$ cat config.mk
export PLATFORM = sky130hd
export DESIGN_NAME = router_input_unit
export DESIGN_NICKNAME = d
export VERILOG_FILES = /design/src/rtl/router_pkg.sv /design/src/rtl/router_flit_fifo.sv /design/src/rtl/router_input_unit.sv
export SDC_FILE = /design/constraint.sdc
export NUM_CORES = 1
export LEC_CHECK = 0
export ABC_AREA = 1
export CORE_UTILIZATION = 57
export CTS_BUF_LIST = sky130_fd_sc_hd__clkbuf_4 sky130_fd_sc_hd__clkbuf_8
export DETAILED_ROUTE_END_ITERATION = 10
export PLACE_DENSITY = 0.87
export SYNTH_ARGS = -nofsm -noshare
export SYNTH_HDL_FRONTEND = slang
export SYNTH_SLANG_ARGS = --single-unit
export TNS_END_PERCENT = 5
$ cat constraint.sdc
create_clock -name clk -period 2.9 [get_ports clk]
set_input_delay 0.58 -clock clk [delete_from_list [all_inputs] [get_ports clk]]
set_output_delay 0.58 -clock clk [all_outputs]
set_load 0.03 [all_outputs]
$ cat src/rtl/router_pkg.sv
// rtl/router_pkg.sv - shared router types, input-unit state encoding and XY route helper
package router_pkg;

    localparam int FLIT_SIZE_DEF = 19;
    localparam int XY_W          = 16;

    localparam int ERR_MISSING_TAIL = 0;
    localparam int ERR_ORPHAN       = 1;
    localparam int ERR_OVERFLOW     = 2;

    typedef enum logic [1:0] {
        NONE_FLIT = 2'd0,
        HEAD_FLIT = 2'd1,
        BODY_FLIT = 2'd2,
        TAIL_FLIT = 2'd3
    } FLIT_TYPE_t;

    typedef enum logic [2:0] {
        LOCAL_PORT = 3'd0,
        NORTH_PORT = 3'd1,
        SOUTH_PORT = 3'd2,
        EAST_PORT  = 3'd3,
        WEST_PORT  = 3'd4,
        NONE_PORT  = 3'd7
    } PORT_t;

    typedef struct packed {
        logic                     valid;
        FLIT_TYPE_t               ftype;
        logic [FLIT_SIZE_DEF-4:0] data;
    } FLIT_t;

    typedef enum logic {
        IU_IDLE   = 1'b0,
        IU_ACTIVE = 1'b1
    } IU_STATE_t;

    // Callers zero-extend their ADDR_W coordinates, so the compares stay unsigned.
    function automatic PORT_t xy_route(input logic [XY_W-1:0] dst_x, input logic [XY_W-1:0] dst_y,
                                       input logic [XY_W-1:0] own_x, input logic [XY_W-1:0] own_y);
        if (dst_x > own_x)      return EAST_PORT;
        else if (dst_x < own_x) return WEST_PORT;
        else if (dst_y > own_y) return NORTH_PORT;
        else if (dst_y < own_y) return SOUTH_PORT;
        else                    return LOCAL_PORT;
    endfunction

endpackage

$ cat src/rtl/router_flit_fifo.sv
// rtl/router_flit_fifo.sv - DEPTH-entry flit FIFO with modulo-DEPTH pointers and occupancy count
module router_flit_fifo #(
    parameter int WIDTH = 19,
    parameter int DEPTH = 4,
    parameter int CNT_W = $clog2(DEPTH + 1)
) (
    input  logic             clk,
    input  logic             rst_n,
    input  logic             push,
    input  logic [WIDTH-1:0] push_data,
    input  logic             pop,
    output logic [WIDTH-1:0] pop_data,
    output logic             full,
    output logic             empty,
    output logic [CNT_W-1:0] count
);

    localparam int PTR_W = (DEPTH > 1) ? $clog2(DEPTH) : 1;

    logic [WIDTH-1:0] mem_q [DEPTH];
    logic [WIDTH-1:0] mem_d [DEPTH];
    logic [PTR_W-1:0] wr_ptr_q, wr_ptr_d;
    logic [PTR_W-1:0] rd_ptr_q, rd_ptr_d;
    logic [CNT_W-1:0] count_q, count_d;

    // Explicit wrap so non-power-of-two depths work.
    function automatic logic [PTR_W-1:0] ptr_inc(input logic [PTR_W-1:0] p);
        return (p == PTR_W'(DEPTH - 1)) ? '0 : p + 1'b1;
    endfunction

    always_comb begin
        mem_d    = mem_q;
        wr_ptr_d = wr_ptr_q;
        rd_ptr_d = rd_ptr_q;
        count_d  = count_q;
        if (push) begin
            mem_d[wr_ptr_q] = push_data;
            wr_ptr_d        = ptr_inc(wr_ptr_q);
        end
        if (pop) begin
            rd_ptr_d = ptr_inc(rd_ptr_q);
        end
        if (push && !pop) begin
            count_d = count_q + 1'b1;
        end else if (pop && !push) begin
            count_d = count_q - 1'b1;
        end
    end

    always_ff @(posedge clk or negedge rst_n) begin
        if (!rst_n) begin
            for (int i = 0; i < DEPTH; i++) begin
                mem_q[i] <= '0;
            end
            wr_ptr_q <= '0;
            rd_ptr_q <= '0;
            count_q  <= '0;
        end else begin
            mem_q    <= mem_d;
            wr_ptr_q <= wr_ptr_d;
            rd_ptr_q <= rd_ptr_d;
            count_q  <= count_d;
        end
    end

    assign pop_data = mem_q[rd_ptr_q];
    assign full     = (count_q == CNT_W'(DEPTH));
    assign empty    = (count_q == '0);
    assign count    = count_q;

endmodule

$ cat src/rtl/router_input_unit.sv
// rtl/router_input_unit.sv - router input port: flit buffer, XY routing with wormhole lock, credits
module router_input_unit
    import router_pkg::*;
#(
    parameter int FLIT_SIZE = 19,
    parameter int DEPTH     = 4,
    parameter int ADDR_W    = (FLIT_SIZE - 3) / 2,
    parameter int CNT_W     = $clog2(DEPTH + 1)
) (
    input  logic                 clk,
    input  logic                 rst_n,
    input  logic [ADDR_W-1:0]    cfg_xaddr,
    input  logic [ADDR_W-1:0]    cfg_yaddr,
    input  logic                 in_valid,
    input  logic [FLIT_SIZE-1:0] in_flit,
    output logic [1:0]           credit_o,
    output logic                 out_req,
    output logic [FLIT_SIZE-1:0] out_flit,
    output logic [2:0]           out_port,
    input  logic                 out_grant,
    output logic [CNT_W-1:0]     fifo_count,
    output logic [2:0]           err_o
);

    IU_STATE_t            state_q, state_d;
    PORT_t                route_q, route_d;
    logic                 head_sent_q, head_sent_d;
    logic [1:0]           credit_q, credit_d;
    logic [2:0]           err_q, err_d;

    logic [FLIT_SIZE-1:0] front;
    logic                 fifo_full, fifo_empty;
    logic                 pop, push_acc, in_ok, discard;
    FLIT_TYPE_t           in_type, front_type;
    PORT_t                front_route;

    assign in_type    = FLIT_TYPE_t'(in_flit[FLIT_SIZE-2 -: 2]);
    assign front_type = FLIT_TYPE_t'(front[FLIT_SIZE-2 -: 2]);
    assign in_ok      = in_flit[FLIT_SIZE-1] && (in_type != NONE_FLIT);
    assign discard    = in_valid && !in_ok;

    assign front_route = xy_route(XY_W'(front[2*ADDR_W-1 -: ADDR_W]), XY_W'(front[ADDR_W-1:0]),
                                  XY_W'(cfg_xaddr), XY_W'(cfg_yaddr));

    router_flit_fifo #(
        .WIDTH (FLIT_SIZE),
        .DEPTH (DEPTH),
        .CNT_W (CNT_W)
    ) u_fifo (
        .clk       (clk),
        .rst_n     (rst_n),
        .push      (push_acc),
        .push_data (in_flit),
        .pop       (pop),
        .pop_data  (front),
        .full      (fifo_full),
        .empty     (fifo_empty),
        .count     (fifo_count)
    );

    always_comb begin
        state_d     = state_q;
        route_d     = route_q;
        head_sent_d = head_sent_q;
        err_d       = err_q;
        pop         = 1'b0;
        out_req     = 1'b0;
        case (state_q)
            IU_IDLE: begin
                if (!fifo_empty) begin
                    if (front_type == HEAD_FLIT) begin
                        route_d     = front_route;
                        head_sent_d = 1'b0;
                        state_d     = IU_ACTIVE;
                    end else begin
                        pop               = 1'b1;
                        err_d[ERR_ORPHAN] = 1'b1;
                    end
                end
            end
            IU_ACTIVE: begin
                if (!fifo_empty) begin
                    // A second head after ours left means the tail was lost: re-route for
                    // the new packet and hold the request off for this one cycle.
                    if (front_type == HEAD_FLIT && head_sent_q) begin
                        err_d[ERR_MISSING_TAIL] = 1'b1;
                        route_d                 = front_route;
                        head_sent_d             = 1'b0;
                    end else begin
                        out_req = 1'b1;
                        if (out_grant) begin
                            pop = 1'b1;
                            if (front_type == HEAD_FLIT) begin
                                head_sent_d = 1'b1;
                            end
                            if (front_type == TAIL_FLIT) begin
                                state_d = IU_IDLE;
                                route_d = NONE_PORT;
                            end
                        end
                    end
                end
            end
            default: state_d = IU_IDLE;
        endcase

        push_acc = in_valid && in_ok && (!fifo_full || pop);
        if (in_valid && in_ok && !push_acc) begin
            err_d[ERR_OVERFLOW] = 1'b1;
        end
        credit_d = {1'b0, pop} + {1'b0, discard};
    end

    always_ff @(posedge clk or negedge rst_n) begin
        if (!rst_n) begin
            state_q     <= IU_IDLE;
            route_q     <= NONE_PORT;
            head_sent_q <= 1'b0;
            credit_q    <= '0;
            err_q       <= '0;
        end else begin
            state_q     <= state_d;
            route_q     <= route_d;
            head_sent_q <= head_sent_d;
            credit_q    <= credit_d;
            err_q       <= err_d;
        end
    end

    assign out_flit = front;
    assign out_port = route_q;
    assign credit_o = credit_q;
    assign err_o    = err_q;

endmodule

==> impl_metrics.tcl, run 1 <==
set metrics [dict create \
    status "finished clean" \
    min_period_over_period_pct 97.3 \
    n_antenna_cell 0 \
    grt_pass1_vias 4361 \
    power_leakage_nw 3.12 \
    yosysMostFrequentCell "nand2_1" \
    die_w_um 96.3 \
    hold_viol 0 \
    rsz0062_at_grt "true" \
    ant_nets 0 \
    grt_pass1_wl_um 20400 \
    synth_cell_type_count 34 \
    fin_setup_tns_ns 0 \
    p_sw_share_pct 47.0 \
    die-area_um2 9280 \
    drc_errors 0 \
    dp.cells 766 \
    min-delay-path-class "in -> async" \
    syn_avg_cell_area_um2 8.27 \
    synth.top_cells.by_count "193 x nand2_1, 90 x dfrtp_1, 73 x nand4_1, 48 x inv_1" \
    path_cells "clkinv_2 > nand3_2 > nand2_2 > nand3_4 > nand2_1 > inv_1 > clkdlybuf4s50_1" \
    wirelength_um 12700 \
    yosysTopAreaCell "dfrtp_1" \
    worstPathArrival_ns 2.24 \
    seq_area_frac_synth_pct 46.0 \
    num_vias 4577 \
    synth_compound_area_share_pct 8.07 \
    synthFlopType "dfrtp_1" \
    synth_top_family_by_area "simple AND/OR/NAND/NOR gates" \
    cts_hold_buf 0 \
    antenna_found_initial 0 \
    first_pass_iters 5 \
    synth_xor_xnor_area_share_pct 0.346 \
    instances_no_fill 782 \
    core_um2 8680 \
    worstRegToRegCells 14 \
    layout.nets 732 \
    drt_iter0_markers 439 \
    p_sw_mw 3.54 \
    hpwlAfterDp_um 8240 \
    slowest_delay_ns 0.66 \
    clk_latency_ns 0.36 \
    start_util_pct 58.4 \
    drv_slew 0 \
    finalCriticalPeriod_ns 2.82 \
    final_util_pct 69.6 \
    cts-resized-gates 0 \
    cp_max_fo 23 \
    gp_congestion 0.827 \
    p_int_mw 3.99 \
    vdd_drop_max_uv 645 \
    syn_to_final_growth_pct 19.1 \
    p_clk_share_pct 13.9 \
    grt_use_total_pct 29.1 \
    vias_per_cell 5.85 \
    synth_adder_area_share_pct 6.07 \
    p_per_area_nw_per_um2 1250 \
    pwr-share-comb_pct 56.1 \
    rrSetupSlack_ns 0.27 \
    htree_levels 3 \
    syn_inst 613 \
    ys_warn_count 0 \
    cts_root_buffer "clkbuf_8" \
    r2r_start "u_fifo.rd_ptr_q[1]" \
    start_kind "flip-flop" \
    cts_buffer_depth 2 \
    fmax_ghz 0.354 \
    grt_max_degree 78 \
    synth_nets 676 \
    die_height_um 96.3 \
    sequentialPowerShare_pct 30.0 \
    total_power_mw 7.54 \
    numCtsBuffers 9 \
    drive_gt1_share_pct 9.35 \
    holdWs_ns 0.172 \
    async_reset_ff_share_pct 100 \
    critPathCaptureType "output pin" \
    grt_overflow 0 \
    cts_tree "done" \
    path_clk_slew_ns 0.10 \
    synth-simple-area-share_pct 30.9 \
    max_cap_viol_count 0 \
    synth-seq-cells 93 \
    synth.area.top_cells "dfrtp_1 44%, nand2_1 14%, nand4_1 9.0%" \
    wl_per_cell_um 16.3 \
    synth-edff-count 0 \
    synth_top_area_share_pct 44.4 \
    max-slew-margin-rel_pct 46.0 \
    cpMaxStageDelayCell "clkdlybuf4s50_1" \
    required_ns 2.32 \
    clock-sinks 93 \
    syn-cell-area_um2 5070 \
    setup_viol 0 \
    port_buffers 69 \
    skew_ns 0.0160 \
    core.rowCount 34 \
    boundaryPins 70 \
    synth.area.mux_share_pct 0.222 \
    fillers 676 \
    reg2reg_to "u_fifo.count[2]" \
    cts_setup_buffers 0 \
    setup.worst_path.class "reg -> out" \
    worst_slew_pin_slew_ns 0.810 \
]
==> layer usage <==
layer / vias to the layer above / routed length, µm / global-route usage (%)
met5: - / 0 / 0
met4: 0 / 248 / 12.5
met3: 18 / 1070 / 5.29
met2: 238 / 6340 / 47.9
met1: 2154 / 5070 / 37.6
li1: 2167 / - / -
==> power groups by stage <==
| stage | registers, mW | logic [mW] | clock network (mW) |
|---|---|---|---|
| 2_1_floorplan | 2.32 | 2.78 | 0 |
| 3_3_place_gp | 2.24 | 4.03 | 0 |
| 3_5_place_dp | 2.26 | 4.20 | 0 |
| 4_1_cts | 2.25 | 4.23 | 1.05 |
| 5_1_grt | 2.33 | 4.64 | 1.10 |
| 6_report | 2.26 | 4.23 | 1.05 |
==> flip-flops by register name, summed over array words and instances, names as in the netlist <==
name,cells
u_fifo.mem_q,76
err_o,3
out_port,3
u_fifo.count,3
credit_o,2
u_fifo.rd_ptr_q,2
u_fifo.wr_ptr_q,2
head_sent_q,1
state_q,1
==> cells in the final DEF (no fill, tap or decap), drive strengths merged <==
cell type,netlist,layout
buf,23,22
clkdlybuf4s50,0,54
a32oi,2,2
inv,51,51
fa,1,1
bufinv,0,3
dlymetal6s2s,0,8
a21o,1,1
nand3,15,15
clkinv,0,1
o21bai,2,2
clkinvlp,0,3
xnor2,1,1
nand2,197,197
a22oi,1,1
ha,23,23
dfrtp,90,90
or2,2,2
nor3,3,3
o21ai,38,38
mux2,1,1
clkbuf,16,9
nor2,39,39
o21a,1,1
xor2,1,1
o22ai,15,15
a21oi,14,14
nand4,73,73
dfstp,3,3
==> through the flow <==
step | area [µm²] | worst slack (ns)
final | 6040 | 0.0778
after global routing | 6040 | -0.0308
after CTS | 6010 | 0.00151
after detailed placement | 5770 | 0.147
after global placement | 5770 | 0.214
after floorplan | 5070 | 0.353
==> cell families after synthesis <==
kind of cell | Yosys count
buffers and inverters | 90
flip-flops | 93
AND/OR/NAND/NOR | 329
XOR/XNOR | 2
multiplexers | 1
adder cells (fa/ha/maj) | 24
AO/OA/AOI/OAI | 74
==> worst max-delay path: cells and delay by family, from the launching register on <==
family        cells  cell delay (ns)
flops             1             0.38
simple gates      4             0.46
buf+inv           3             1.03
==> worst max-delay path by stage <==
stage | slack, ns | endpoint | startpoint
floorplan | 0.35 | out_port[0] | u_fifo.rd_ptr_q[0]
global placement | 0.21 | u_fifo.mem_q[55] | in_flit[17]
detailed placement | 0.15 | u_fifo.mem_q[47] | out_grant
CTS | 0.002 | out_flit[10] | u_fifo.rd_ptr_q[0]
global route | -0.03 | out_req | u_fifo.rd_ptr_q[1]
finish | 0.08 | out_req | u_fifo.rd_ptr_q[1]
==> final cells by class <==
cell class	instances	area, µm²	area share, %
timing repair buffer	84	822	13.6
multi-input combinational	430	2310	38.3
sequential	93	2330	38.6
tap	108	135	2.24
inverter	51	193	3.19
clock buffer	9	124	2.05
clock inverter	7	121	2.01
No activity file was read; power rests on OpenSTA's default activity.
==> run 2, diff against run 1 <==
--- a/config.mk
+++ b/config.mk
@@ -9,7 +9,8 @@
 export CORE_UTILIZATION = 57
 export CTS_BUF_LIST = sky130_fd_sc_hd__clkbuf_4 sky130_fd_sc_hd__clkbuf_8
 export DETAILED_ROUTE_END_ITERATION = 10
-export PLACE_DENSITY = 0.87
+export PLACE_DENSITY = 0.86
+export SKIP_CTS_REPAIR_TIMING = 1
 export SYNTH_ARGS = -nofsm -noshare
 export SYNTH_HDL_FRONTEND = slang
 export SYNTH_SLANG_ARGS = --single-unit
==> impl_metrics.tcl, run 2 (synthesis gave the netlist of run 1 again) <==
set metrics [dict create \
    reg2reg_to "u_fifo.count[2]" \
    cts_tree "done" \
    min-delay-path-class "in -> async" \
    worstRegToRegCells 16 \
    drt_iter0_markers 420 \
    num_vias 4629 \
    vias_per_cell 5.92 \
    clock-sinks 93 \
    p_sw_share_pct 48.5 \
    max-slew-margin-rel_pct 44.7 \
    hpwlAfterDp_um 8470 \
    layout.nets 732 \
    p_int_mw 3.81 \
    final_util_pct 69.2 \
    die_w_um 96.3 \
    cts_buffer_depth 2 \
    finalCriticalPeriod_ns 2.87 \
    start_util_pct 58.4 \
    fillers 674 \
    setup.worst_path.class "reg -> out" \
    grt_pass1_wl_um 20700 \
    largest_register "u_fifo.mem_q" \
    r2r_start "u_fifo.rd_ptr_q[0]" \
    critPathCaptureType "output pin" \
    numCtsBuffers 9 \
    status "finished clean" \
    start_kind "flip-flop" \
    grt_pass1_vias 4365 \
    fmax_ghz 0.349 \
    core_um2 8680 \
    power_leakage_nw 3.13 \
    largest_reg_flops 76 \
    required_ns 2.32 \
    hold_viol 0 \
    max_cap_viol_count 0 \
    grt_overflow 0 \
    ant_nets 0 \
    rsz0062_at_grt "true" \
    clk_latency_ns 0.37 \
    antenna_found_initial 0 \
    htree_levels 3 \
    grt_use_total_pct 29.7 \
    cts_root_buffer "clkbuf_8" \
    holdWs_ns 0.198 \
    drive_gt1_share_pct 9.35 \
    p_clk_share_pct 12.2 \
    wl_per_cell_um 16.6 \
    setup_viol 0 \
    rrSetupSlack_ns 0.16 \
    mostFrequentLayoutCell "nand2_1" \
    worst_slew_pin_slew_ns 0.829 \
    pwr-share-comb_pct 57.1 \
    die-area_um2 9280 \
    n_antenna_cell 0 \
    cp_max_fo 17 \
    die_height_um 96.3 \
    first_pass_iters 5 \
    grt_max_degree 78 \
    core.rowCount 34 \
    skew_ns 0.0150 \
    mostFrequentLayoutCells "193 x nand2_1, 90 x dfrtp_1, 73 x nand4_1" \
    min_period_over_period_pct 98.9 \
    port_buffers 69 \
    vdd_drop_max_uv 543 \
    wirelength_um 13000 \
    drc_errors 0 \
    syn_to_final_growth_pct 18.4 \
    p_sw_mw 3.59 \
    path_clk_slew_ns 0.10 \
    sequentialPowerShare_pct 30.7 \
    gp_congestion 0.817 \
    boundaryPins 70 \
    p_per_area_nw_per_um2 1230 \
    drv_slew 0 \
    worstPathArrival_ns 2.29 \
]
-- run 2: cell count changes in the layout (fill, tap and decap cells not counted), sizes merged --
cell / delta
clkdlybuf4s50: -3
inv: +2
dlymetal6s2s: +3
bufinv: -2
clkinvlp: -1
clkinv: +1
-- run 2: worst max-delay path by stage --
stage | end | from | cells past startpoint
3_5_place_dp | u_fifo.mem_q[17] | in_flit[17] | 7
6_report | out_flit[11] | u_fifo.rd_ptr_q[0] | 4
3_3_place_gp | u_fifo.mem_q[2] | in_flit[17] | 7
4_1_cts | out_flit[14] | u_fifo.rd_ptr_q[1] | 4
2_1_floorplan | out_port[0] | u_fifo.rd_ptr_q[0] | 13
5_1_grt | u_fifo.count[2] | u_fifo.rd_ptr_q[0] | 16
-- run 2: power by group through the flow --
stage / Combinational [mW] / Clock [mW] / Sequential, mW
floorplan: 2.78 / 0 / 2.32
global placement: 4.05 / 0 / 2.24
detailed placement: 4.22 / 0 / 2.27
CTS: 4.24 / 0.909 / 2.26
global route: 4.66 / 0.954 / 2.33
finish: 4.22 / 0.899 / 2.27
-- run 2: area by class of cell --
cell class / instances / area (µm²) / share of cell area, %
multi-input cells: 430 / 2310 / 38.5
clock buffers: 9 / 124 / 2.06
well taps: 108 / 135 / 2.25
repair buffers: 84 / 826 / 13.8
flip-flops and latches: 93 / 2330 / 38.8
inverters: 51 / 193 / 3.21
clock inverters: 7 / 80.1 / 1.33
-- run 2: critical path, stage by stage (launching register included) --
cell	delay [ns]
dfrtp_1	0.47
buf_4	0.27
o21ai_0	0.13
o22ai_1	0.31
clkdlybuf4s50_1	0.74
-- run 2: through the flow --
| stage | std cells | worst slack, ns | total power, mW | setup TNS, ns | area [µm²] |
|---|---|---|---|---|---|
| 6_report | 782 | 0.0324 | 7.40 | 0 | 6000 |
| 5_1_grt | 782 | -0.0590 | 7.94 | -0.111 | 6000 |
| 4_1_cts | 782 | -0.0424 | 7.41 | -0.0876 | 5970 |
| 3_5_place_dp | 766 | 0.158 | 6.49 | 0 | 5770 |
| 3_3_place_gp | 766 | 0.235 | 6.29 | 0 | 5770 |
| 2_1_floorplan | 613 | 0.353 | 5.10 | 0 | 5070 |
-- run 2: per-layer routing --
layer / global-route usage, % / wire length (µm) / up-vias / share of wire (%)
met2: 48.8 / 6320 / 237 / 49
met4: 12.6 / 265 / 0 / 2.0
met5: 0 / 0 / - / 0
li1: - / - / 2164 / -
met1: 39.2 / 5480 / 2209 / 42
met3: 4.50 / 905 / 19 / 7.0
==> run 3, diff against run 2 <==
--- a/config.mk
+++ b/config.mk
@@ -5,11 +5,13 @@
 export SDC_FILE = /design/constraint.sdc
 export NUM_CORES = 1
 export LEC_CHECK = 0
-export ABC_AREA = 1
-export CORE_UTILIZATION = 57
+export CELL_PAD_IN_SITES_DETAIL_PLACEMENT = 1
+export CELL_PAD_IN_SITES_GLOBAL_PLACEMENT = 2
+export CORE_UTILIZATION = 40
 export CTS_BUF_LIST = sky130_fd_sc_hd__clkbuf_4 sky130_fd_sc_hd__clkbuf_8
 export DETAILED_ROUTE_END_ITERATION = 10
 export PLACE_DENSITY = 0.86
+export SETUP_SLACK_MARGIN = 0.4
 export SKIP_CTS_REPAIR_TIMING = 1
 export SYNTH_ARGS = -nofsm -noshare
 export SYNTH_HDL_FRONTEND = slang
==> impl_metrics.tcl, run 3 <==
set metrics [dict create \
    ys_warn_count 0 \
    finalCriticalPeriod_ns 2.74 \
    vias_per_cell 5.13 \
    synth_compound_area_share_pct 4.03 \
    synth_top_area_share_pct 47.5 \
    wl_per_cell_um 18.4 \
    final_util_pct 52.8 \
    cp-startpoint "u_fifo.rd_ptr_q[0]" \
    antenna_found_initial 0 \
    syn_to_final_growth_pct 27.7 \
    fin_setup_tns_ns 0 \
    grt_pass1_wl_um 17900 \
    async_reset_ff_share_pct 100 \
    core.rowCount 39 \
    p_clk_share_pct 11.7 \
    largest_reg_flops 76 \
    cts_tree "done" \
    drt_iter0_markers 98 \
    htree_levels 3 \
    syn_avg_cell_area_um2 14.7 \
    synth.top_cells.by_count "90 x dfrtp_1, 41 x mux2_2, 36 x mux2_4, 24 x inv_1, 23 x ha_1" \
    clock-sinks 93 \
    grt_overflow 0 \
    syn-cell-area_um2 4750 \
    vdd_drop_max_uv 879 \
    critPathCaptureType "flip-flop" \
    synth_xor_xnor_area_share_pct 0.554 \
    min_period_over_period_pct 94.5 \
    drc_errors 0 \
    total_power_mw 7.66 \
    drive_gt1_share_pct 37.3 \
    p_per_area_nw_per_um2 1260 \
    n_antenna_cell 0 \
    grt_use_total_pct 18.6 \
    clk_latency_ns 0.36 \
    holdWs_ns 0.153 \
    num_vias 2896 \
    synth_cell_type_count 37 \
    max-slew-margin-rel_pct 68.1 \
    setup.worst_path.class "reg -> reg" \
    yosysMostFrequentCell "dfrtp_1" \
    fmax_ghz 0.365 \
    min-delay-path-class "in -> async" \
    p_sw_mw 2.97 \
    die_height_um 111 \
    grt_max_degree 61 \
    boundaryPins 70 \
    synth_adder_area_share_pct 6.49 \
    path_clk_slew_ns 0.10 \
    required_ns 3.16 \
    start_kind "flip-flop" \
    synth_top_family_by_area "multiplexers" \
    ant_nets 0 \
    cts_buffer_depth 2 \
    seq_area_frac_synth_pct 49.1 \
    largest_register "u_fifo.mem_q" \
    status "finished clean" \
    die-area_um2 12300 \
    setup_viol 0 \
    skew_ns 0.00882 \
    core_um2 11500 \
    die_w_um 111 \
    pwr-share-comb_pct 57.7 \
    yosysTopAreaCell "dfrtp_1" \
    synth-simple-area-share_pct 6.46 \
    port_buffers 69 \
    wirelength_um 10400 \
    mostFrequentLayoutCells "89 x dfrtp_1, 64 x clkdlybuf4s50_1, 41 x mux2_2" \
    first_pass_iters 4 \
    place_area_um2 5780 \
    grt_pass1_vias 3322 \
    p_sw_share_pct 38.7 \
    cts_root_buffer "clkbuf_8" \
    syn_inst 322 \
    cp_max_fo 5 \
    rsz0062_at_grt "true" \
    synth.area.top_cells "dfrtp_1 47%, mux2_4 11%, mux2_2 9.7%" \
    synth.area.mux_share_pct 30.1 \
    synth-seq-cells 93 \
    hpwlAfterDp_um 7520 \
    synth_nets 385 \
    synth-edff-count 0 \
    worstPathArrival_ns 3.00 \
    layout.nets 479 \
    sequentialPowerShare_pct 30.6 \
    r2r_start "u_fifo.rd_ptr_q[0]" \
    fillers 1145 \
    drv_slew 0 \
    hold_viol 0 \
    mostFrequentLayoutCell "dfrtp_1" \
    synthFlopType "dfrtp_1" \
    start_util_pct 41.4 \
    numCtsBuffers 9 \
    max_cap_viol_count 0 \
    stdcell_area_um2 6060 \
    worst_slew_pin_slew_ns 0.475 \
    gp_congestion 0.770 \
    power_leakage_nw 2.69 \
    p_int_mw 4.70 \
]
-- run 3: cell types whose count changed after synthesis, sizes merged, moves of 6 or more --
cell    change
buf        -16
clkbuf     -15
a21oi       -6
nand2     -186
nand4      -69
nand3      -14
o22ai      -15
nor2       -21
o21ai      -33
inv        -27
mux4       +19
mux2       +76
-- run 3: power groups by stage --
stage	sequential, mW	combinational, mW	clock, mW
floorplan	2.36	2.90	0
finish	2.34	4.42	0.896
CTS	2.35	4.37	0.929
global route	2.44	4.76	0.974
global placement	2.33	4.23	0
detailed placement	2.37	4.34	0
-- run 3: metal layers --
layer / global-route usage, % / share of wire, % / vias up
li1: - / - / 1346
met3: 4.16 / 3.3 / 10
met2: 29.8 / 48 / 58
met4: 4.27 / 0.98 / 0
met5: 0 / 0 / -
met1: 25.7 / 48 / 1482
-- run 3: path summary, 6_finish.rpt --
path                                    end  slack (ns)  depth (start not counted)
min                        u_fifo.mem_q[75]        0.15                          1
min reg2reg                u_fifo.mem_q[18]        0.47                          1
max reg2reg                 u_fifo.count[1]        0.16                         10
min in group clk           u_fifo.mem_q[18]        0.47                          1
max                         u_fifo.count[1]        0.16                         10
max in group asynchronous       out_port[1]        2.02                          2
-- run 3: logic make-up (layout without fill, tap and decap cells) --
| family | Yosys count | count (layout) |
|---|---|---|
| AND/OR/NAND/NOR | 47 | 47 |
| AO/OA/AOI/OAI | 27 | 27 |
| multiplexers | 96 | 96 |
| adder cells (fa/ha/maj) | 24 | 24 |
| flip-flops | 93 | 93 |
| buffers and inverters | 32 | 131 |
| XOR/XNOR | 3 | 3 |
-- run 3: worst max-delay path, stage by stage (launching register included) --
cell and delay, ns:
dfrtp_2 0.42, buf_4 0.13, mux4_2 0.59, nor2b_4 0.23, a21boi_4 0.09, o21ai_2 0.18
inv_1 0.06, ha_2 0.18, inv_2 0.06, fa_2 0.43, mux2_2 0.27
-- run 3: area by class of cell --
type	instances	area (µm²)	area share [%]
flip-flops and latches	93	2330	38.5
inverters	24	90.1	1.49
clock inverters	6	62.6	1.03
clock buffers	10	138	2.27
repair buffers	91	950	15.7
well taps	143	179	2.95
multi-input cells	197	2310	38.1
-- run 3: stage by stage --
step	std cells	setup WS [ns]
5_1_grt	564	0.0618
6_report	564	0.158
2_1_floorplan	322	0.184
3_5_place_dp	542	0.0692
3_3_place_gp	542	0.146
4_1_cts	558	0.0579
